$ cat src/rtl/rssi_pkg.sv
// Shared constants and types for the RSSI power-average / dB path.
//   LOG2_LUT : fractional log2 table, LOG2_LUT[m] = round(256*log2(1+m/16))
//   DB_SCALE : round(256*10*log10(2)); together with DB_SHIFT maps Q6.8 log2 to Q8.4 dB
//   conv_state_t : states of the dB conversion sequencer
package rssi_pkg;

    localparam logic [7:0] LOG2_LUT [16] = '{
        8'd0,   8'd22,  8'd44,  8'd63,  8'd82,  8'd100, 8'd118, 8'd134,
        8'd150, 8'd165, 8'd179, 8'd193, 8'd207, 8'd220, 8'd232, 8'd244
    };

    localparam int DB_SCALE = 771;
    localparam int DB_SHIFT = 12;

    typedef enum logic [2:0] {
        ST_IDLE,
        ST_LOD,
        ST_LUT,
        ST_SCALE,
        ST_OUT
    } conv_state_t;

endpackage

$ cat src/rtl/log2_q8.sv
// Approximate log2 of an unsigned value in Q6.8 (integer part = leading-one index,
// fraction = table lookup on the 4 bits below the leading one).
// Ports:
//   clk, rst_n : clock, async active-low reset
//   ld         : capture leading-one index and mantissa bits of avg
//   avg        : unsigned operand
//   log2_q     : {e, LOG2_LUT[m]} from the captured fields
module log2_q8
    import rssi_pkg::*;
#(
    parameter int AVG_W = 36,
    parameter int E_W   = $clog2(AVG_W)
) (
    input  logic             clk,
    input  logic             rst_n,
    input  logic             ld,
    input  logic [AVG_W-1:0] avg,
    output logic [E_W+7:0]   log2_q
);

    logic [E_W-1:0]   lead;
    logic [3:0]       frac;
    logic [AVG_W+2:0] ext;
    logic [E_W-1:0]   e_p1;
    logic [3:0]       m_p1;

    // Highest set bit wins; avg == 0 yields e = 0, same as avg == 1.
    always_comb begin
        lead = '0;
        for (int i = 0; i < AVG_W; i++) begin
            if (avg[i]) lead = E_W'(i);
        end
    end

    // Four zeros appended so the 4 bits below a small leading one come out zero-padded.
    // The MSB of avg can only ever be the leading one, never a mantissa bit.
    always_comb begin
        ext  = {avg[AVG_W-2:0], 4'b0000};
        frac = ext[lead +: 4];
    end

    // ---- stage p1: captured leading-one fields ----
    always_ff @(posedge clk or negedge rst_n) begin
        if (!rst_n) begin
            e_p1 <= '0;
            m_p1 <= '0;
        end else if (ld) begin
            e_p1 <= lead;
            m_p1 <= frac;
        end
    end

    // The table never reaches 256, so e*256 + LUT[m] is a plain concatenation.
    assign log2_q = {e_p1, LOG2_LUT[m_p1]};

endmodule

$ cat src/rtl/rssi_pow_avg_db.sv
// Block-averages power samples over 2^LOG2_WIN accepted samples, converts the mean to
// dB (Q8.4, relative to 1 LSB^2) and presents it with a single-cycle valid pulse.
// Ports:
//   clk, rst_n : clock, async active-low reset
//   en         : 1 = averaging enabled, 0 = clear window in progress
//   pow_vld    : pow carries a sample this cycle
//   pow        : signed power sample, negative values treated as 0
//   rssi_vld   : one-cycle pulse when rssi_db / avg_pow update
//   rssi_db    : mean power in dB, unsigned Q8.4
//   avg_pow    : mean linear power (window sum >> LOG2_WIN)
module rssi_pow_avg_db
    import rssi_pkg::*;
#(
    parameter int POW_WIDTH = 37,
    parameter int LOG2_WIN  = 6,
    parameter int DB_WIDTH  = 12
) (
    input  logic                        clk,
    input  logic                        rst_n,
    input  logic                        en,
    input  logic                        pow_vld,
    input  logic signed [POW_WIDTH-1:0] pow,
    output logic                        rssi_vld,
    output logic [DB_WIDTH-1:0]         rssi_db,
    output logic [POW_WIDTH-2:0]        avg_pow
);

    localparam int AVG_W  = POW_WIDTH - 1;
    localparam int ACC_W  = AVG_W + LOG2_WIN;
    localparam int E_W    = $clog2(AVG_W);
    localparam int LQ_W   = E_W + 8;
    localparam int PROD_W = LQ_W + 10;

    function automatic logic [AVG_W-1:0] clamp_pow(input logic signed [POW_WIDTH-1:0] p);
        return p[POW_WIDTH-1] ? '0 : p[AVG_W-1:0];
    endfunction

    // Q6.8 log2 * 771 >> 12 gives Q8.4 dB; truncation toward zero.
    function automatic logic [DB_WIDTH-1:0] scale_db(input logic [LQ_W-1:0] lq);
        logic [PROD_W-1:0] prod;
        prod = PROD_W'(lq) * PROD_W'(DB_SCALE);
        return DB_WIDTH'(prod >> DB_SHIFT);
    endfunction

    logic [AVG_W-1:0]    samp_p0;
    logic                accept_p0;
    logic                last_p0;
    logic                win_done;
    logic [ACC_W-1:0]    sum_p0;
    logic [ACC_W-1:0]    acc;
    logic [LOG2_WIN-1:0] cnt;
    logic [AVG_W-1:0]    avg_lat;

    conv_state_t         state;
    conv_state_t         state_nxt;
    logic                ld_lod;
    logic                ld_lut;
    logic                ld_scale;
    logic                ld_out;

    logic [LQ_W-1:0]     log2_q_p1;
    logic [LQ_W-1:0]     log2_q_p2;
    logic [DB_WIDTH-1:0] db_p3;

    // ---- stage p0: sample accept and accumulation ----
    assign samp_p0   = clamp_pow(pow);
    assign accept_p0 = en & pow_vld;
    assign last_p0   = (cnt == '1);
    assign win_done  = accept_p0 & last_p0;
    assign sum_p0    = acc + ACC_W'(samp_p0);

    // Accumulator is wide enough for 2^LOG2_WIN full-scale samples, so no saturation.
    // The closing sample is folded into the latched mean and the next window starts
    // from zero on the following cycle, so no sample is lost between windows.
    always_ff @(posedge clk or negedge rst_n) begin
        if (!rst_n) begin
            acc     <= '0;
            cnt     <= '0;
            avg_lat <= '0;
        end else if (!en) begin
            acc <= '0;
            cnt <= '0;
        end else if (accept_p0) begin
            if (last_p0) begin
                acc     <= '0;
                cnt     <= '0;
                avg_lat <= AVG_W'(sum_p0 >> LOG2_WIN);
            end else begin
                acc <= sum_p0;
                cnt <= cnt + 1'b1;
            end
        end
    end

    // Conversion sequencer: a window is always longer than the 5-cycle sequence, so a
    // new window can never end while a conversion is still running.
    always_ff @(posedge clk or negedge rst_n) begin
        if (!rst_n) state <= ST_IDLE;
        else        state <= state_nxt;
    end

    always_comb begin
        state_nxt = state;
        unique case (state)
            ST_IDLE:  if (win_done) state_nxt = ST_LOD;
            ST_LOD:   state_nxt = ST_LUT;
            ST_LUT:   state_nxt = ST_SCALE;
            ST_SCALE: state_nxt = ST_OUT;
            ST_OUT:   state_nxt = ST_IDLE;
            default:  state_nxt = ST_IDLE;
        endcase
    end

    always_comb begin
        ld_lod   = (state == ST_LOD);
        ld_lut   = (state == ST_LUT);
        ld_scale = (state == ST_SCALE);
        ld_out   = (state == ST_OUT);
    end

    // ---- stage p1: leading-one detect, registered inside log2_q8 ----
    log2_q8 #(
        .AVG_W (AVG_W),
        .E_W   (E_W)
    ) u_log2 (
        .clk    (clk),
        .rst_n  (rst_n),
        .ld     (ld_lod),
        .avg    (avg_lat),
        .log2_q (log2_q_p1)
    );

    // ---- stage p2: table lookup result captured ----
    // ---- stage p3: dB scaling ----
    always_ff @(posedge clk or negedge rst_n) begin
        if (!rst_n) begin
            log2_q_p2 <= '0;
            db_p3     <= '0;
        end else begin
            if (ld_lut)   log2_q_p2 <= log2_q_p1;
            if (ld_scale) db_p3     <= scale_db(log2_q_p2);
        end
    end

    // ---- output stage: results hold between pulses ----
    always_ff @(posedge clk or negedge rst_n) begin
        if (!rst_n) begin
            rssi_vld <= 1'b0;
            rssi_db  <= '0;
            avg_pow  <= '0;
        end else begin
            rssi_vld <= ld_out;
            if (ld_out) begin
                rssi_db <= db_p3;
                avg_pow <= avg_lat;
            end
        end
    end

endmodule

$ cat config.mk
export PLATFORM = sky130hd
export DESIGN_NAME = rssi_pow_avg_db
export DESIGN_NICKNAME = d
export VERILOG_FILES = /design/src/rtl/rssi_pkg.sv /design/src/rtl/log2_q8.sv /design/src/rtl/rssi_pow_avg_db.sv
export SDC_FILE = /design/constraint.sdc
export NUM_CORES = 1
export LEC_CHECK = 0
export BUFFER_PORTS_ARGS = -buffer_cell sky130_fd_sc_hd__clkbuf_2
export CORE_ASPECT_RATIO = 0.8
export CORE_UTILIZATION = 55
export DETAILED_ROUTE_END_ITERATION = 6
export PLACE_DENSITY = 0.74
export SYNTH_ARGS = -nofsm -noshare
export SYNTH_HDL_FRONTEND = slang
export SYNTH_HIERARCHICAL = 1
export SYNTH_SLANG_ARGS = --single-unit
$ cat constraint.sdc
create_clock -name clk -period 5.85 [get_ports clk]
set_input_delay 0.2925 -clock clk [delete_from_list [all_inputs] [get_ports clk]]
set_output_delay 0.2925 -clock clk [all_outputs]
set_load 0.01 [all_outputs]
==> out/metrics.cfg, run 1 <==
[logic_synthesis]
synth-edff-count=0
yosysUniqueCellTypes=84
synth_cells=1320
ys_ff_latch=172
synth-main-ff-cell=dfrtp_1
yosys_warnings=6
postSynthAreaPerCell_sq_um=9.55
synth_seq_area_share_pct=34.2
netlist_top_cells_area=dfrtp_1, ha_1, mux2_2
synth_top_cells_by_count=dfrtp_1, nand2_1, ha_1
synth_top_area_share_pct=34.2
netlist_area_sq_mm=0.0126
yosysMostFrequentCell=dfrtp_1
async_flop_share_pct=100
syn_nets=1494
yosys.area.top_type=dfrtp_1

[layout]
areaGrowthSynthToFinish_pct=10.1
final_core_util_pct=61.6
fin_nets=1550
final_layout_size_suffix_gt1_share_pct=18.3
nFillCells=1898
multiInputGateArea_sq_mm=0.00780
regArea_sq_mm=0.00430
diodes=0

[grt]
grt_pass1_vias=9585
grt_start_max_net_pins=97
grt_pass1_wl_um=49400
grt_overflow=0
groute.usage.overall_pct=26.7
grt_antenna_before_repair=0

[floorplan]
io_pins=90
rows=49
start_util_pct=56.0
die_x_um=171
coreArea_sq_mm=0.0225
die_area_sq_mm=0.0235
die_h_um=137

[route]
dr_wl_met3_um=2010
wirelength_met1_um=15000
vias=10100
route.detailed.drc=0
viasPerCell=5.98
post_drt_wl_per_cell_um=17.9
maxUsedRoutingLayer=met4
postRouteAntennaNets=0
totalWireLength_um=30400
drtPass1Iterations=5
wl_met2_um=13000
drt-initial-drc-count=912

[power_and_ir_drop]
total_power_mw=6.49
powerDensity_mw_per_mm2=468
ir_drop_v=0.000496
p_leak_nw=6.91

[clocking]
cts-root-buf=clkbuf_16
cts_tree=done
clk_latency_ns=0.44
cts_setup_buffers=0
h-tree-depth=4
cts_made_buffers=17
hold_buffers=1
cts_buffer_depth=2
clk_pin_slew_ns=0.08
cts_sinks=172
cts_resized=0

[worst_hold_path]
min_path_type=in2reg
hold_path_depth=2
min_from=en

[setup_path]
critPathLaunch=log2_q_p2[3]
worstSetupPathType=reg2reg
arrival_ns=5.13
worstPathRequired_ns=6.22
startpoint_type=flop
r2r_start=log2_q_p2[3]
setup.worst_path.end_class=flop
critPathMaxFanout=3
rr_worst_depth=17
rrSetupSlack_ns=1.09

[status]
outcome=finished, final reports clean

[sta]
maxSlewViolCount=0
fin_crit_ns=4.76
clock.fmax_mhz=210
rsz0062_at_grt=false
final_hold_viol_count=0
fin_crit_sh_pct=81.3
clock_skew_ns=0.0158
tightest_slew_ns=1.27
setup_viol_count_final=0
relSlewSlack_pct=14.2
fin_setup_tns_ns=0

[run]
cap_violations=0

[placed_design]
place_congestion=0.934
io_buffers=89
hpwl_um=22000

[power breakdown]
part / internal, mW / switching, mW
sequential: 1.45 / 0.223
clock: 0.626 / 0.544
combinational: 1.60 / 2.04
[metal layers]
metal  global-route usage [%]  vias up
met1                     39.6     4890
met4                     6.60        0
met5                        0        -
li1                         -     4878
met3                     5.31       28
met2                     39.6      338
[area by class of cell]
class / count / share of cell area (%)
well taps: 306 / 2.76
inverters: 60 / 1.62
multi-input cells: 1024 / 56.2
clock inverters: 14 / 1.27
clock buffers: 18 / 3.17
flip-flops and latches: 172 / 31.0
repair buffers: 101 / 3.92
[metrics by stage]
step                cells  hold slack [ns]  worst slack (ns)  instance area (sq um)
floorplan            1320         -0.00309              1.51                  12600
global placement     1662            0.449              1.26                  13200
detailed placement   1662            0.462              1.16                  13200
CTS                  1695            0.141              1.06                  13900
global route         1695            0.150             0.761                  13900
finish               1695            0.149              1.09                  13900
[cell families after synthesis]
group           Yosys count  share of synthesized area, %
compound gates          320                          17.6
xor+xnor                 50                          3.48
buf+inv                 124                          4.21
fa+ha+maj               133                          14.0
simple gates            387                          14.7
mux                     134                          11.8
flops                   172                          34.2
[registers in the layout (all words and copies together) (netlist names)]
| signal | flops |
|---|---|
| log2_q_p2 | 14 |
| avg_lat | 36 |
| u_log2/m_p1 | 4 |
| rssi_vld | 1 |
| db_p3 | 12 |
| u_log2/e_p1 | 6 |
| avg_pow | 36 |
| cnt | 6 |
| acc | 42 |
| rssi_db | 12 |
| state | 3 |
[cell usage in the layout (no fill, tap or decap), types with 10 or more instances in the layout]
cell / n
dfrtp_1: 172
nand2_1: 150
ha_1: 119
clkbuf_2: 88
mux2_2: 82
a21oi_1: 70
o21ai_0: 70
nor2_1: 66
inv_1: 60
mux2i_1: 45
nor2b_1: 41
a22o_1: 30
a21o_1: 29
nand3_1: 28
xnor2_1: 27
xor2_1: 23
nor3_1: 20
clkbuf_16: 17
nand2b_1: 16
fa_1: 14
a31oi_1: 12
o31ai_1: 12
o211ai_1: 11
and3_1: 11
buf_4: 11
or3_1: 10
[worst max-delay path, cell delays in order, from the launching register on]
cell and delay, ns:
dfrtp_1 0.41, ha_1 0.35, ha_1 0.36, fa_1 0.47
ha_1 0.29, inv_1 0.05, fa_1 0.49, inv_1 0.04
ha_1 0.22, a2111oi_0 0.37, o41ai_1 0.16, a31oi_1 0.20
or3_1 0.16, nand3_1 0.07, o211ai_1 0.20, o21ai_0 0.26
or4_1 0.51, nand3_1 0.09
[final timing paths]
path / to
min in group asynchronous: acc[0]
worst min register to register: log2_q_p2[11]
worst max register to register: db_p3[11]
worst max-delay path: db_p3[11]
worst min-delay path: cnt[4]
max in group asynchronous: avg_lat[20]
Note: power is estimated with default switching activity, not from simulation.
==> inputs of run 2 (changes only) <==
--- a/config.mk
+++ b/config.mk
@@ -5,11 +5,12 @@
 export SDC_FILE = /design/constraint.sdc
 export NUM_CORES = 1
 export LEC_CHECK = 0
+export ABC_AREA = 1
 export BUFFER_PORTS_ARGS = -buffer_cell sky130_fd_sc_hd__clkbuf_2
 export CORE_ASPECT_RATIO = 0.8
 export CORE_UTILIZATION = 55
 export DETAILED_ROUTE_END_ITERATION = 6
-export PLACE_DENSITY = 0.74
+export PLACE_DENSITY = 0.73
 export SYNTH_ARGS = -nofsm -noshare
 export SYNTH_HDL_FRONTEND = slang
 export SYNTH_HIERARCHICAL = 1
==> constraint.sdc (replaced) <==
create_clock -name clk -period 5 [get_ports clk]
set_input_delay 0.25 -clock clk [delete_from_list [all_inputs] [get_ports clk]]
set_output_delay 0.25 -clock clk [all_outputs]
set_load 0.01 [all_outputs]
==> run 2 against run 1 <==
Compared with the run above: clock power increased by 23%; via count is 31% higher; hold slack better by 0.11 ns; critical path depth increased by 2; setup slack got worse by 0.074 ns; clock-buffer cell count up 4; wire length rose by 24%; global-route usage increased by 4.2 points; synthesized area up 8.9%.
==> out/metrics.cfg, run 2 <==
[setup_path]
slowest_delay_ns=0.49
crit_family=adder cells
worst_path_max_delay_cell=fa_1
crit_chain=ha_1, ha_1, inv_1, fa_1, inv_1, ha_1, inv_1, fa_1, inv_1, ha_1, nand2_1, inv_1, nand2_1, o21bai_1, nand3_1, nand2_1, nand2_1, o21ai_0, o21ai_0
arrival_ns=4.33
setup.worst_path.end_class=flop
worstSetupPathType=reg2reg
path_common_cell=inv_1
critPathBufInv=5
critPathMaxFanout=3
startpoint_type=flop
worstPathRequired_ns=5.35

[route]
route.detailed.drc=0
totalWireLength_um=37600
viasPerCell=5.37
post_drt_wl_per_cell_um=15.3
drtPass1Iterations=7
postRouteAntennaNets=0
vias=13200
drt-initial-drc-count=1213

[sta]
fin_crit_sh_pct=79.6
maxSlewViolCount=0
tightest_slew_ns=1.18
setup_viol_count_final=0
holdWs_ns=0.258
rsz0062_at_grt=false
clock_skew_ns=0.0187
fin_crit_ns=3.98
final_hold_viol_count=0
relSlewSlack_pct=21.2
worst_slack_ns=1.02
fin_setup_tns_ns=0
clock.fmax_mhz=251

[power_and_ir_drop]
p_leak_nw=8.79
total_power_mw=6.97
switching_share_pct=45.6
pwr-share-clk_pct=20.7
p_seq_share_pct=24.7
p_sw_mw=3.18
powerDensity_mw_per_mm2=463
p_int_mw=3.79
ir_drop_v=0.000429
combPwrFrac_pct=54.7

[clocking]
cts_tree=done
cts_sinks=172
clk_latency_ns=0.46
cts_made_buffers=17
clk_pin_slew_ns=0.07
cts_buffer_depth=2
cts_setup_buffers=0
cts_resized=0
h-tree-depth=4
cts-root-buf=clkbuf_16
hold_buffers=1

[floorplan]
start_util_pct=56.2
die_area_sq_mm=0.0256
die_h_um=143
coreArea_sq_mm=0.0244
rows=51
die_x_um=179
io_pins=90

[grt]
grt_start_max_net_pins=96
grt_pass1_vias=12300
grt_antenna_before_repair=0
grt_pass1_wl_um=61700
groute.usage.overall_pct=30.8
grt_overflow=0

[logic_synthesis]
ys_ff_latch=172
synth_top_cells_by_count=nand2_1, inv_1, nand3_1
synth_cells=2067
synth-edff-count=0
synth-main-ff-cell=dfrtp_1
netlist_area_sq_mm=0.0137
yosys.area.top_type=dfrtp_1
syn_nets=2241
synth_top_area_share_pct=31.4
yosysUniqueCellTypes=48
yosys_warnings=6
yosysMostFrequentCell=nand2_1
netlist_top_cells_area=dfrtp_1, nand2_1, ha_1
postSynthAreaPerCell_sq_um=6.64
synth_seq_area_share_pct=31.4
async_flop_share_pct=100

[placed_design]
pre_cts_slack_ns=1.09
place_area_sq_mm=0.0144
io_buffers=89
placed_cells=2433
place_congestion=0.945
hpwl_um=29100

[layout]
areaGrowthSynthToFinish_pct=9.59
final_layout_size_suffix_gt1_share_pct=7.92
nFillCells=2402
final_core_util_pct=61.6
layout_commonest_cell=nand2_1
fin_cells=2465
reg_top3=acc x42, avg_lat x36, avg_pow x36
largest_reg_flops=42
regMostFlops=acc
fin_area_sq_mm=0.0150
layout_common_cells=nand2_1, inv_1, nand3_1
fin_nets=2309
multiInputGateArea_sq_mm=0.00801
regArea_sq_mm=0.00430
diodes=0

[worst_hold_path]
min_path_type=in2reg

[status]
outcome=finished, final reports clean

[run]
cap_violations=0

run 2: per-layer routing:
layer | vias to the layer above | routed length [um] | GRT usage [%]
met5 | - | 0 | 0
li1 | 6630 | - | -
met3 | 45 | 2470 | 4.81
met2 | 409 | 15400 | 45.3
met4 | 0 | 605 | 8.21
met1 | 6151 | 19200 | 46.7
run 2: cells by family after synthesis:
group,after synthesis,share of synthesized area (%)
DFF,172,31.4
xor gates and xnor gates,25,1.60
AOI/OAI and AO/OA,184,7.44
and+or+nand+nor,1180,35.5
muxes,10,0.820
adders and majority gates,133,12.9
buffers and inverters,363,10.4
run 2: final cells by class:
cell class | instances | share of cell area [%]
Inverter | 315 | 7.86
Sequential cell | 172 | 28.6
Tap cell | 318 | 2.64
Timing Repair Buffer | 97 | 3.50
Multi-Input combinational cell | 1532 | 53.2
Clock inverter | 9 | 1.07
Clock buffer | 22 | 3.09
run 2: path summary, 6_finish.rpt:
check	to	slack, ns	from	cells after the start
worst max-delay path	db_p3[4]	1.02	log2_q_p2[2]	19
worst min-delay path	acc[0]	0.26	pow[0]	5
worst max register to register	db_p3[4]	1.02	log2_q_p2[2]	19
worst min register to register	avg_pow[30]	0.48	avg_pow[30]	2
max in group asynchronous	u_log2/e_p1[2]	3.65	rst_n	3
min in group asynchronous	cnt[4]	0.37	rst_n	2
run 2: power groups by stage:
stage               sequential (mW)  combinational, mW  clock [mW]
global route                   1.75               4.29        1.50
CTS                            1.72               3.74        1.46
global placement               1.74               3.65           0
finish                         1.72               3.81        1.44
floorplan                      1.72               2.69           0
detailed placement             1.74               3.69           0
run 2: worst reg2reg max path: cells and delay by family, from the launching register on:
kind	cells	cell delay, ns
AO/OA/AOI/OAI	3	0.46
adder cells (fa/ha/maj)	6	2.21
buffers and inverters	5	0.28
flip-flops	1	0.40
AND/OR/NAND/NOR	5	0.51
==> inputs of run 3 (changes only) <==
--- a/config.mk
+++ b/config.mk
@@ -5,12 +5,12 @@
 export SDC_FILE = /design/constraint.sdc
 export NUM_CORES = 1
 export LEC_CHECK = 0
-export ABC_AREA = 1
+export ABC_AREA = 0
 export BUFFER_PORTS_ARGS = -buffer_cell sky130_fd_sc_hd__clkbuf_2
 export CORE_ASPECT_RATIO = 0.8
 export CORE_UTILIZATION = 55
 export DETAILED_ROUTE_END_ITERATION = 6
-export PLACE_DENSITY = 0.73
+export PLACE_DENSITY = 0.77
 export SYNTH_ARGS = -nofsm -noshare
 export SYNTH_HDL_FRONTEND = slang
 export SYNTH_HIERARCHICAL = 1
==> constraint.sdc (replaced) <==
create_clock -name clk -period 3.3 [get_ports clk]
set_input_delay 0.165 -clock clk [delete_from_list [all_inputs] [get_ports clk]]
set_output_delay 0.165 -clock clk [all_outputs]
set_load 0.01 [all_outputs]
==> run 3 against run 2 <==
Compared with the run above: the run now ends with DRC, setup timing left; die area decreased by 8.1%; final cell count decreased by 26%; utilization increased by 6.2 points; critical endpoint is now db_p3[9]; clock skew decreased by 0.0086 ns; first-iteration DRC count decreased by 11%.
==> out/metrics.cfg, run 3 (same netlist as run 1, synthesis figures left out) <==
[sta]
rsz0062_at_grt=true
tightest_slew_ns=1.09
clock.fmax_mhz=222
relSlewSlack_pct=27.1
worst_slack_ns=-1.20
final_hold_viol_count=0
setup_viol_count_final=12
fin_crit_ns=4.50
fin_crit_sh_pct=136
maxSlewViolCount=0
clock_skew_ns=0.0101

[run]
cap_violations=0

[floorplan]
die_area_sq_mm=0.0235
die_h_um=137
start_util_pct=56.0
io_pins=90
coreArea_sq_mm=0.0225
die_x_um=171
rows=49

[grt]
grt_pass1_vias=10600
groute.usage.overall_pct=29.8
grt_pass1_wl_um=54800
grt_start_max_net_pins=83
grt_antenna_before_repair=0
grt_overflow=0

[status]
violations=DRC, setup timing
outcome=finished, violations left

[layout]
largest_reg_flops=42
regMostFlops=acc
diodes=0
areaGrowthSynthToFinish_pct=20.9
final_layout_size_suffix_gt1_share_pct=28.7
fin_cells=1830
layout_commonest_cell=dfrtp_1
fin_nets=1685
layout_common_cells=dfrtp_1, nand2_1, buf_4
reg_top3=acc x42, avg_lat x36, avg_pow x36

[setup_path]
arrival_ns=4.78
worstSetupPathType=reg2reg
worst_path_max_delay_cell=fa_1
slowest_delay_ns=0.49
setup.worst_path.end_class=flop
critPathMaxFanout=3
startpoint_type=flop
worstPathRequired_ns=3.58
critPathBufInv=5
crit_family=adder cells
crit_chain=buf_6, ha_4, ha_4, fa_1, ha_1, inv_1, fa_1, inv_2, ha_4, buf_6, a2111oi_4, o41ai_2, a31oi_1, or3_4, nand3_2, o211ai_1, buf_4, o21bai_1, a211oi_2, o31ai_2
path_common_cell=ha_4

[route]
viasPerCell=6.02
vias=11000
postRouteAntennaNets=0
drt-initial-drc-count=1077
drtPass1Iterations=7
route.detailed.drc=2
totalWireLength_um=34200
post_drt_wl_per_cell_um=18.7

[power_and_ir_drop]
powerDensity_mw_per_mm2=1010
p_leak_nw=7.64
ir_drop_v=0.00110

[placed_design]
place_congestion=0.958
io_buffers=89
pre_cts_slack_ns=-1.18
placed_cells=1786
hpwl_um=25100

[clocking]
cts_tree=done
h-tree-depth=4
cts-root-buf=clkbuf_16
clk_latency_ns=0.44
clk_pin_slew_ns=0.08
cts_sinks=172
cts_made_buffers=17
cts_buffer_depth=2

[worst_hold_path]
min_path_type=in2reg

-- run 3: timing repair --
action	CTS	global route
setup buffers	8	4
hold buffers	1	0
pin swaps	20	11
endpoints found under the hold margin	80	0
resized for setup	17	27
endpoints found under the setup margin	12	22
-- run 3: final timing paths --
check                           endpoint  cells after the start           start  slack [ns]
min in group asynchronous         acc[1]                      2           rst_n        0.34
min reg2reg                log2_q_p2[10]                      2  u_log2/e_p1[2]        0.47
max reg2reg                     db_p3[9]                     20    log2_q_p2[3]       -1.20
max                             db_p3[9]                     20    log2_q_p2[3]       -1.20
max in group asynchronous    avg_lat[25]                      3           rst_n        2.07
min                               cnt[2]                      2              en        0.02
-- run 3: final cells by class --
type                    instances  area, sq um
multi-input cells            1024         8130
fillers                      1713         7260
flip-flops and latches        172         4310
repair buffers                236         1620
clock buffers                  19          443
well taps                     306          383
inverters                      60          225
clock inverters                13          126
-- run 3: routing by layer --
| layer | routed length (um) | share of wire, % | vias to the layer above | GRT usage, % |
|---|---|---|---|---|
| li1 | - | - | 5150 | - |
| met2 | 15100 | 44 | 451 | 45.4 |
| met1 | 16000 | 47 | 5368 | 43.9 |
| met5 | 0 | 0 | - | 0 |
| met3 | 2600 | 7.6 | 50 | 5.26 |
| met4 | 567 | 1.7 | 0 | 6.55 |
-- run 3: report_power, final --
group | switching, mW | internal (mW) | leakage [nW]
sequential | 0.372 | 2.58 | 2.30
combinational | 5.30 | 5.15 | 5.07
clock | 0.961 | 1.02 | 0.273
total | 6.64 | 8.75 | 7.64
-- run 3: per-stage QoR --
stage	total power, mW	util (%)	hold WS, ns	TNS [ns]	instance area [sq um]
6_report	15.4	67.7	0.0153	-10.81	15200
5_1_grt	16.4	67.7	0.0203	-12.62	15200
4_1_cts	14.4	67.0	0.00734	-9.33	15100
3_5_place_dp	11.6	63.8	0.259	-9.49	14400
3_3_place_gp	11.2	63.8	0.253	-7.82	14400
2_1_floorplan	8.49	-	-0.131	-4.79	12700
